### config.mk
export PLATFORM = sky130hd
export DESIGN_NAME = up_down_count_monitor
export DESIGN_NICKNAME = d
export VERILOG_FILES = /design/src/rtl/up_down_count_monitor.sv
export SDC_FILE = /design/constraint.sdc
export NUM_CORES = 1
export LEC_CHECK = 0
export ABC_AREA = 1
export CAP_MARGIN = 30
export CORE_MARGIN = 5
export CORE_UTILIZATION = 50
export CTS_BUF_LIST = sky130_fd_sc_hd__clkbuf_4
export CTS_CLUSTER_DIAMETER = 150
export DETAILED_ROUTE_END_ITERATION = 10
export GPL_ROUTABILITY_DRIVEN = 0
export GPL_TIMING_DRIVEN = 0
export HOLD_SLACK_MARGIN = 0.15
export PLACE_DENSITY = 0.73
export RECOVER_POWER = 50
export SYNTH_ARGS = -nofsm -noshare
export SYNTH_HDL_FRONTEND = slang
export SYNTH_SLANG_ARGS = --single-unit
### constraint.sdc
create_clock -name clk -period 4.1 [get_ports clk]
set_input_delay 1.025 -clock clk [delete_from_list [all_inputs] [get_ports clk]]
set_output_delay 1.025 -clock clk [all_outputs]
set_load 0.1 [all_outputs]
### src/rtl/up_down_count_monitor.sv
// Observes an up/down counter on the fast clock. Recovers direction and step period,
// and flags illegal steps and stalls.
module up_down_count_monitor #(
  parameter int unsigned W       = 3,
  parameter int unsigned PW      = 8,
  parameter int unsigned TIMEOUT = 64,
  parameter int unsigned LOCK    = 2
) (
  input  logic          clk,
  input  logic          rst,
  input  logic [W-1:0]  count_in,
  output logic          dir,
  output logic          locked,
  output logic          step_strb,
  output logic          step_err,
  output logic [7:0]    err_cnt,
  output logic [PW-1:0] period,
  output logic          stall
);

  localparam int unsigned CW = (LOCK < 2) ? 1 : $clog2(LOCK + 1);

  typedef enum logic [1:0] {
    S_IDLE,
    S_ACQ,
    S_LOCKED
  } state_t;

  state_t        state, state_next;
  logic [CW-1:0] cons, cons_next;
  logic          cons_dir, cons_dir_next;
  logic [W-1:0]  prev;
  logic [PW-1:0] gap;
  logic          have_ref;

  logic change, up_step, down_step, legal, step_dir, stall_hit;

  assign change    = (count_in != prev);
  assign up_step   = (count_in == prev + W'(1));
  assign down_step = (count_in == prev - W'(1));
  assign legal     = up_step || down_step;
  assign step_dir  = up_step;
  // A change on the edge where gap hits TIMEOUT wins over the stall.
  assign stall_hit = (state != S_IDLE) && !change && (gap == PW'(TIMEOUT));

  always_ff @(posedge clk or negedge rst) begin
    if (!rst) begin
      state    <= S_IDLE;
      cons     <= '0;
      cons_dir <= 1'b0;
    end else begin
      state    <= state_next;
      cons     <= cons_next;
      cons_dir <= cons_dir_next;
    end
  end

  always_comb begin
    state_next    = state;
    cons_next     = cons;
    cons_dir_next = cons_dir;
    case (state)
      S_IDLE: begin
        state_next = S_ACQ;
        cons_next  = '0;
      end
      default: begin
        if (change) begin
          if (!legal) begin
            state_next = S_ACQ;
            cons_next  = '0;
          end else begin
            cons_dir_next = step_dir;
            if (state == S_LOCKED) begin
              if (step_dir != dir) begin
                state_next = S_ACQ;
                cons_next  = CW'(1);
              end
            end else begin
              if ((cons != '0) && (cons_dir == step_dir))
                cons_next = cons + CW'(1);
              else
                cons_next = CW'(1);
              if (cons_next >= CW'(LOCK))
                state_next = S_LOCKED;
            end
          end
        end else if (stall_hit) begin
          state_next = S_ACQ;
          cons_next  = '0;
        end
      end
    endcase
  end

  always_ff @(posedge clk or negedge rst) begin
    if (!rst) begin
      prev      <= '0;
      gap       <= '0;
      have_ref  <= 1'b0;
      dir       <= 1'b0;
      locked    <= 1'b0;
      step_strb <= 1'b0;
      step_err  <= 1'b0;
      err_cnt   <= '0;
      period    <= '0;
      stall     <= 1'b0;
    end else begin
      prev   <= count_in;
      locked <= (state_next == S_LOCKED);
      if (state_next == S_LOCKED)
        dir <= cons_dir_next;
      if (state == S_IDLE) begin
        gap       <= '0;
        have_ref  <= 1'b0;
        step_strb <= 1'b0;
        step_err  <= 1'b0;
      end else begin
        step_strb <= change;
        step_err  <= change && !legal;
        if (change) begin
          gap      <= PW'(1);
          have_ref <= 1'b1;
          stall    <= 1'b0;
          if (have_ref)
            period <= gap;
          if (!legal && (err_cnt != '1))
            err_cnt <= err_cnt + 8'd1;
        end else begin
          if (gap != '1)
            gap <= gap + PW'(1);
          if (stall_hit)
            stall <= 1'b1;
        end
      end
    end
  end

endmodule

; ---- Yosys cells after proc, flatten, opt, wreduce, memory -nomap -nowiden
; Cells that the tools add are included.
[totals]
reg_bits = 38
inputBits = 5
word_cells = 80
[classes]
n_addsub = 5
magnitude_cmp = 1
n_eq_ne = 11
mux = 30
bitwise = 1
n_reduce_logical = 19
[ops]
columns = operator, n
row1 = 2-bit 2-to-1 mux, 18
row2 = 8-bit 2-to-1 mux, 3
row3 = "8-bit by 1-bit adder with 8-bit output, second input constant", 2
row4 = "8-bit != test, second input constant", 2
row5 = 1-bit 2-to-1 mux, 9
row6 = "8-bit by 7-bit == test with 1-bit output, second input constant", 1
row7 = 2-bit nonzero test, 4
row8 = 3-bit == test, 2
row9 = 3-bit AND reduction, 2
row10 = 3-bit nonzero test, 2
row11 = 1-bit logical AND, 5
row12 = "5-bit by 3-bit != test with 1-bit output, second input constant", 1
row13 = "2-bit == test, second input constant", 2
row14 = 2-bit AND reduction, 2
row15 = "3-bit by 1-bit adder with 3-bit output, second input constant", 1
row16 = 3-bit != test, 1
row17 = "3-bit by 1-bit subtractor with 3-bit output, second input constant", 1
row18 = "2-bit by 1-bit adder with 2-bit output, second input constant", 1
row19 = "2-bit >= comparator, second input constant", 1
row20 = 1-bit logical NOT, 2
row21 = 2-bit logical NOT, 1
row22 = 1-bit == test, 1
row23 = 1-bit logical OR, 1
row24 = 1-bit != test, 1
row25 = 1-bit NOT, 1

; ---- Depth between registers and ports, before layout
[logic_depth]
depth_word = 16
depth_mapped = 14
depth_no_buf = 14

; ---- Worst setup path before layout
; OpenSTA, ideal clock, no wires.
[synth_timing]
kind = reg2reg
startpoint = register err_cnt[0]
endpoint = register err_cnt[3]
setup_ns = 0.163
arrival_ns = 2.136
slack_ns = 1.801
stages_incl_launch_ff = 10
n_path_buf = 0
synth_period_minus_slack_ns = 2.299
path_cell_list = dfrtp_1 -> ha_1 -> nand3_1 -> nor2_1 -> nand2_1 -> nor3_2 -> nor2_4 -> nand2_4 -> nor2_4 -> xor2_1
[synth_via]
elab_chain_len = 3
word_cells_on_any_way = 4
classes_between = add/sub: 1 / eq/ne: 1 / reduce/logical: 2
[synth_rtl]
columns = item, line_no
row1 = "start, declared", 16  ; output logic [7:0] err_cnt,
row2 = "start signal, assigned", 128  ; err_cnt <= err_cnt + 8'd1;
row3 = branches (longest 3 deep; another with 8-bit by 1-bit adder with 8-bit output), --
; Several ways; the timed one is not identified.
; A chain may end at the register's enable or synchronous reset.

; ---- Final worst setup path
[layout_timing]
startpoint = register err_cnt[4]
endpoint = output port err_cnt[4]
; No word-level cell between the ends.

==> results by group <==
Outcome
  – Status: complete, but fails checks
  – Failing checks: max-capacitance violations, max-slew violations

Worst setup path
  – Worst-path fanout max: 5
  – Reg2Reg Depth: 13
  – Max stage delay cell, worst path: clkdlybuf4s50_1
  – Crit path to: err_cnt[4]
  – Crit-path max cell delay: 1.16 ns
  – Crit path launch type: register
  – Worst endpoint data arrival time: 1.94 ns
  – R2R setup slack: 2.19 ns
  – Worst R2R End: dir$_DFFE_PN0N_
  – Critical path data required time: 3.07 ns
  – Critical Path End Type: output port
  – CP Class: register to output port
  – WP buf/inv: 1
  – Levels on crit path: 1
  – Critical Path, Cell by Cell: clkdlybuf4s50_1
  – Crit path max-delay family: buffers and inverters
  – Setup crit start: err_cnt[4]$_DFFE_PN0P_
  – RR Startpoint: prev[1]$_DFF_PN0_

Synth
  – EDFF count, synth: 0
  – Post-synth top cells: 64 x nand2_1, 38 x dfrtp_1, 32 x inv_1
  – Top cells by area, synth: dfrtp_1 48%, nand2_1 12%, inv_1 6.1%
  – YS warnings: 0
  – Register area share after synthesis: 0.4801
  – Async SR Flop Fraction: 1.000
  – Syn Nets: 243
  – #FFs+latches synth: 38
  – Most frequent cell after synthesis: nand2_1
  – Unique cell type count in the Yosys netlist: 30
  – Cell accounting for the most synthesized area: dfrtp_1
  – Syn avg cell area: 8.537 um2
  – Synthesized cell area: 0.001981 mm2
  – Primary FF master, synth: dfrtp_1
  – Synth Instances: 232
  – Post-synth top area share: 0.4801

Detailed routing
  – DRC: 0
  – Wire length per cell: 11.21 um
  – WL final: 3508 um
  – Starting DRT DRC Count: 51
  – Post-route ant nets: 0
  – Via count: 1566
  – Initial DRT Pass Iterations: 4
  – Vias/cell: 5.003

STA
  – Minimum clock period: 2.967 ns
  – Max transition margin: -0.2985
  – Final hold slack: 0.4963 ns
  – Slew @ Worst Pin: 1.948 ns
  – Final hold vios: 0
  – RSZ-0062 raised after global routing: no
  – Post-route clock period utilization: 0.7236
  – Final Max Slew Viols: 39
  – Post-Route Skew: 0.01082 ns
  – Highest clock rate: 337.1 MHz
  – Setup Total Neg Slack: 0 ns
  – Finish-stage setup viols: 0

Clock network
  – Clk sinks: 38
  – CTS Buffer Depth: 2
  – Total CTS buffers: 5
  – # H-tree levels: 2
  – CTS tree: yes
  – Skew-Pair Late Insertion Delay: 0.34 ns
  – Root buffer cell: clkbuf_4
  – Clock slew at reported path FFs: 0.11 ns
  – Post-CTS setup buffers: 0
  – Cts hold-fix bufs: 0
  – Post-cts gate resize count: 0

Power
  – Clk pwr share: 0.155
  – Switching part of the total: 0.4854
  – Sw power: 0.5952 mW
  – Int Power: 0.6310 mW
  – PD cells: 528.9 mW/mm2
  – Leakage: 1.122 nW
  – Logic gate share of total power: 0.459
  – Sequential Power Share: 0.386
  – VDD IR max: 0.2013 mV

Finish
  – Area grow syn2layout: 17.06%
  – Post-layout net count: 275
  – Share of layout cells above drive strength 1: 0.1094
  – Area of the multi-input gates: 858.3 um2
  – Fillers: 340
  – Antenna Cells: 0
  – Area occupied by registers: 950.9 um2
  – Post-route insts no fill: 313

Global routing
  – Total Routing Usage GR: 0.1522
  – Total grt overflow: 0
  – First-pass GRT wire length: 6272 um
  – Vias in the first global route: 1475
  – Initial antenna violation count: 0
  – Pin count of the biggest net entering global routing: 39

Placement
  – Port Buffers: 25
  – DP Wirelength: 2749 um
  – Post-placement cell count: 305

Job
  – Max-cap violations: 1

Die
  – Die ar.: 0.005320 mm2
  – I/O pin total: 26
  – Core Rows: 22
  – Die W: 72.94 um
  – Die height: 72.94 um
  – Initial Util: 0.5291
  – Core ar.: 0.003744 mm2

Min path
  – Hold crit path type: register to register
-- metal layers --
| layer | share of wire | vias to the layer above | routed length, um | global-route usage |
|---|---|---|---|---|
| met2 | 0.48 | 23 | 1698 | 0.2505 |
| li1 | - | 810 | - | - |
| met1 | 0.45 | 727 | 1595 | 0.1860 |
| met3 | 0.046 | 6 | 162 | 0.05234 |
| met4 | 0.015 | 0 | 51 | 0.05123 |
| met5 | 0 | - | 0 | 0 |
-- cell type report --
| class | count | area share |
|---|---|---|
| clock inverters | 2 | 0.003778 |
| well taps | 48 | 0.02590 |
| clock buffers | 6 | 0.01943 |
| multi-input cells | 157 | 0.3702 |
| repair buffers | 25 | 0.1052 |
| inverters | 36 | 0.06044 |
| plain buffers | 1 | 0.004857 |
| flip-flops and latches | 38 | 0.4101 |
-- layout by cell type, fill, tap and decap left out, drive strengths merged --
cell and count:
clkdlybuf4s50 21, nor3 5, dlygate4sd3 3, a211oi 1, xor2 3, o21a 2, dfrtp 38, clkinv 2
a21boi 1, o211ai 1, ha 6, nor2 15, nor4 1, nand2 76, buf 1, a21oi 7
nand4 4, xnor2 3, clkbuf 7, o21ai 15, nand3b 2, inv 36, o22ai 1, nand3 14
-- flip-flops by register name, summed over array words and instances (netlist names), 2 cells and up --
register,flops
cons,2
err_cnt,8
gap,8
period,8
prev,3
state,2
-- kinds of logic after synthesis --
| family | Yosys count | share of synthesized area |
|---|---|---|
| compound gates | 28 | 0.07770 |
| xor+xnor | 6 | 0.02654 |
| fa+ha+maj | 6 | 0.03790 |
| buf+inv | 37 | 0.07644 |
| flops | 38 | 0.4801 |
| simple gates | 117 | 0.3013 |
-- how the worst min path moves through the flow --
stage	to	slack, ns	cells past startpoint	start
2_1_floorplan	cons[0]$_DFFE_PN0P_	0.47	2	cons[0]$_DFFE_PN0P_
3_3_place_gp	period[7]$_DFFE_PN0P_	0.47	2	period[7]$_DFFE_PN0P_
3_5_place_dp	period[7]$_DFFE_PN0P_	0.48	2	period[7]$_DFFE_PN0P_
4_1_cts	period[7]$_DFFE_PN0P_	0.50	2	period[7]$_DFFE_PN0P_
5_1_grt	err_cnt[6]$_DFFE_PN0P_	0.54	1	err_cnt[6]$_DFFE_PN0P_
6_report	period[7]$_DFFE_PN0P_	0.50	2	period[7]$_DFFE_PN0P_
-- power groups by stage --
stage / Sequential (mW) / Clock [mW] / Combinational [mW]
floorplan: 0.774 / 0 / 0.146
global placement: 0.481 / 0 / 0.562
detailed placement: 0.483 / 0 / 0.570
CTS: 0.475 / 0.197 / 0.571
global route: 0.484 / 0.218 / 0.597
finish: 0.474 / 0.190 / 0.562
-- metrics by stage --
step	total power, mW	instance area (um2)	util	setup WS (ns)
floorplan	0.9198	1981	-	1.801
global placement	1.044	2291	0.6120	1.113
detailed placement	1.053	2286	0.6106	1.324
CTS	1.243	2340	0.6250	1.112
global route	1.299	2318	0.6193	1.056
finish	1.226	2318	0.6193	1.133
Power figures use the tool's default switching activity.
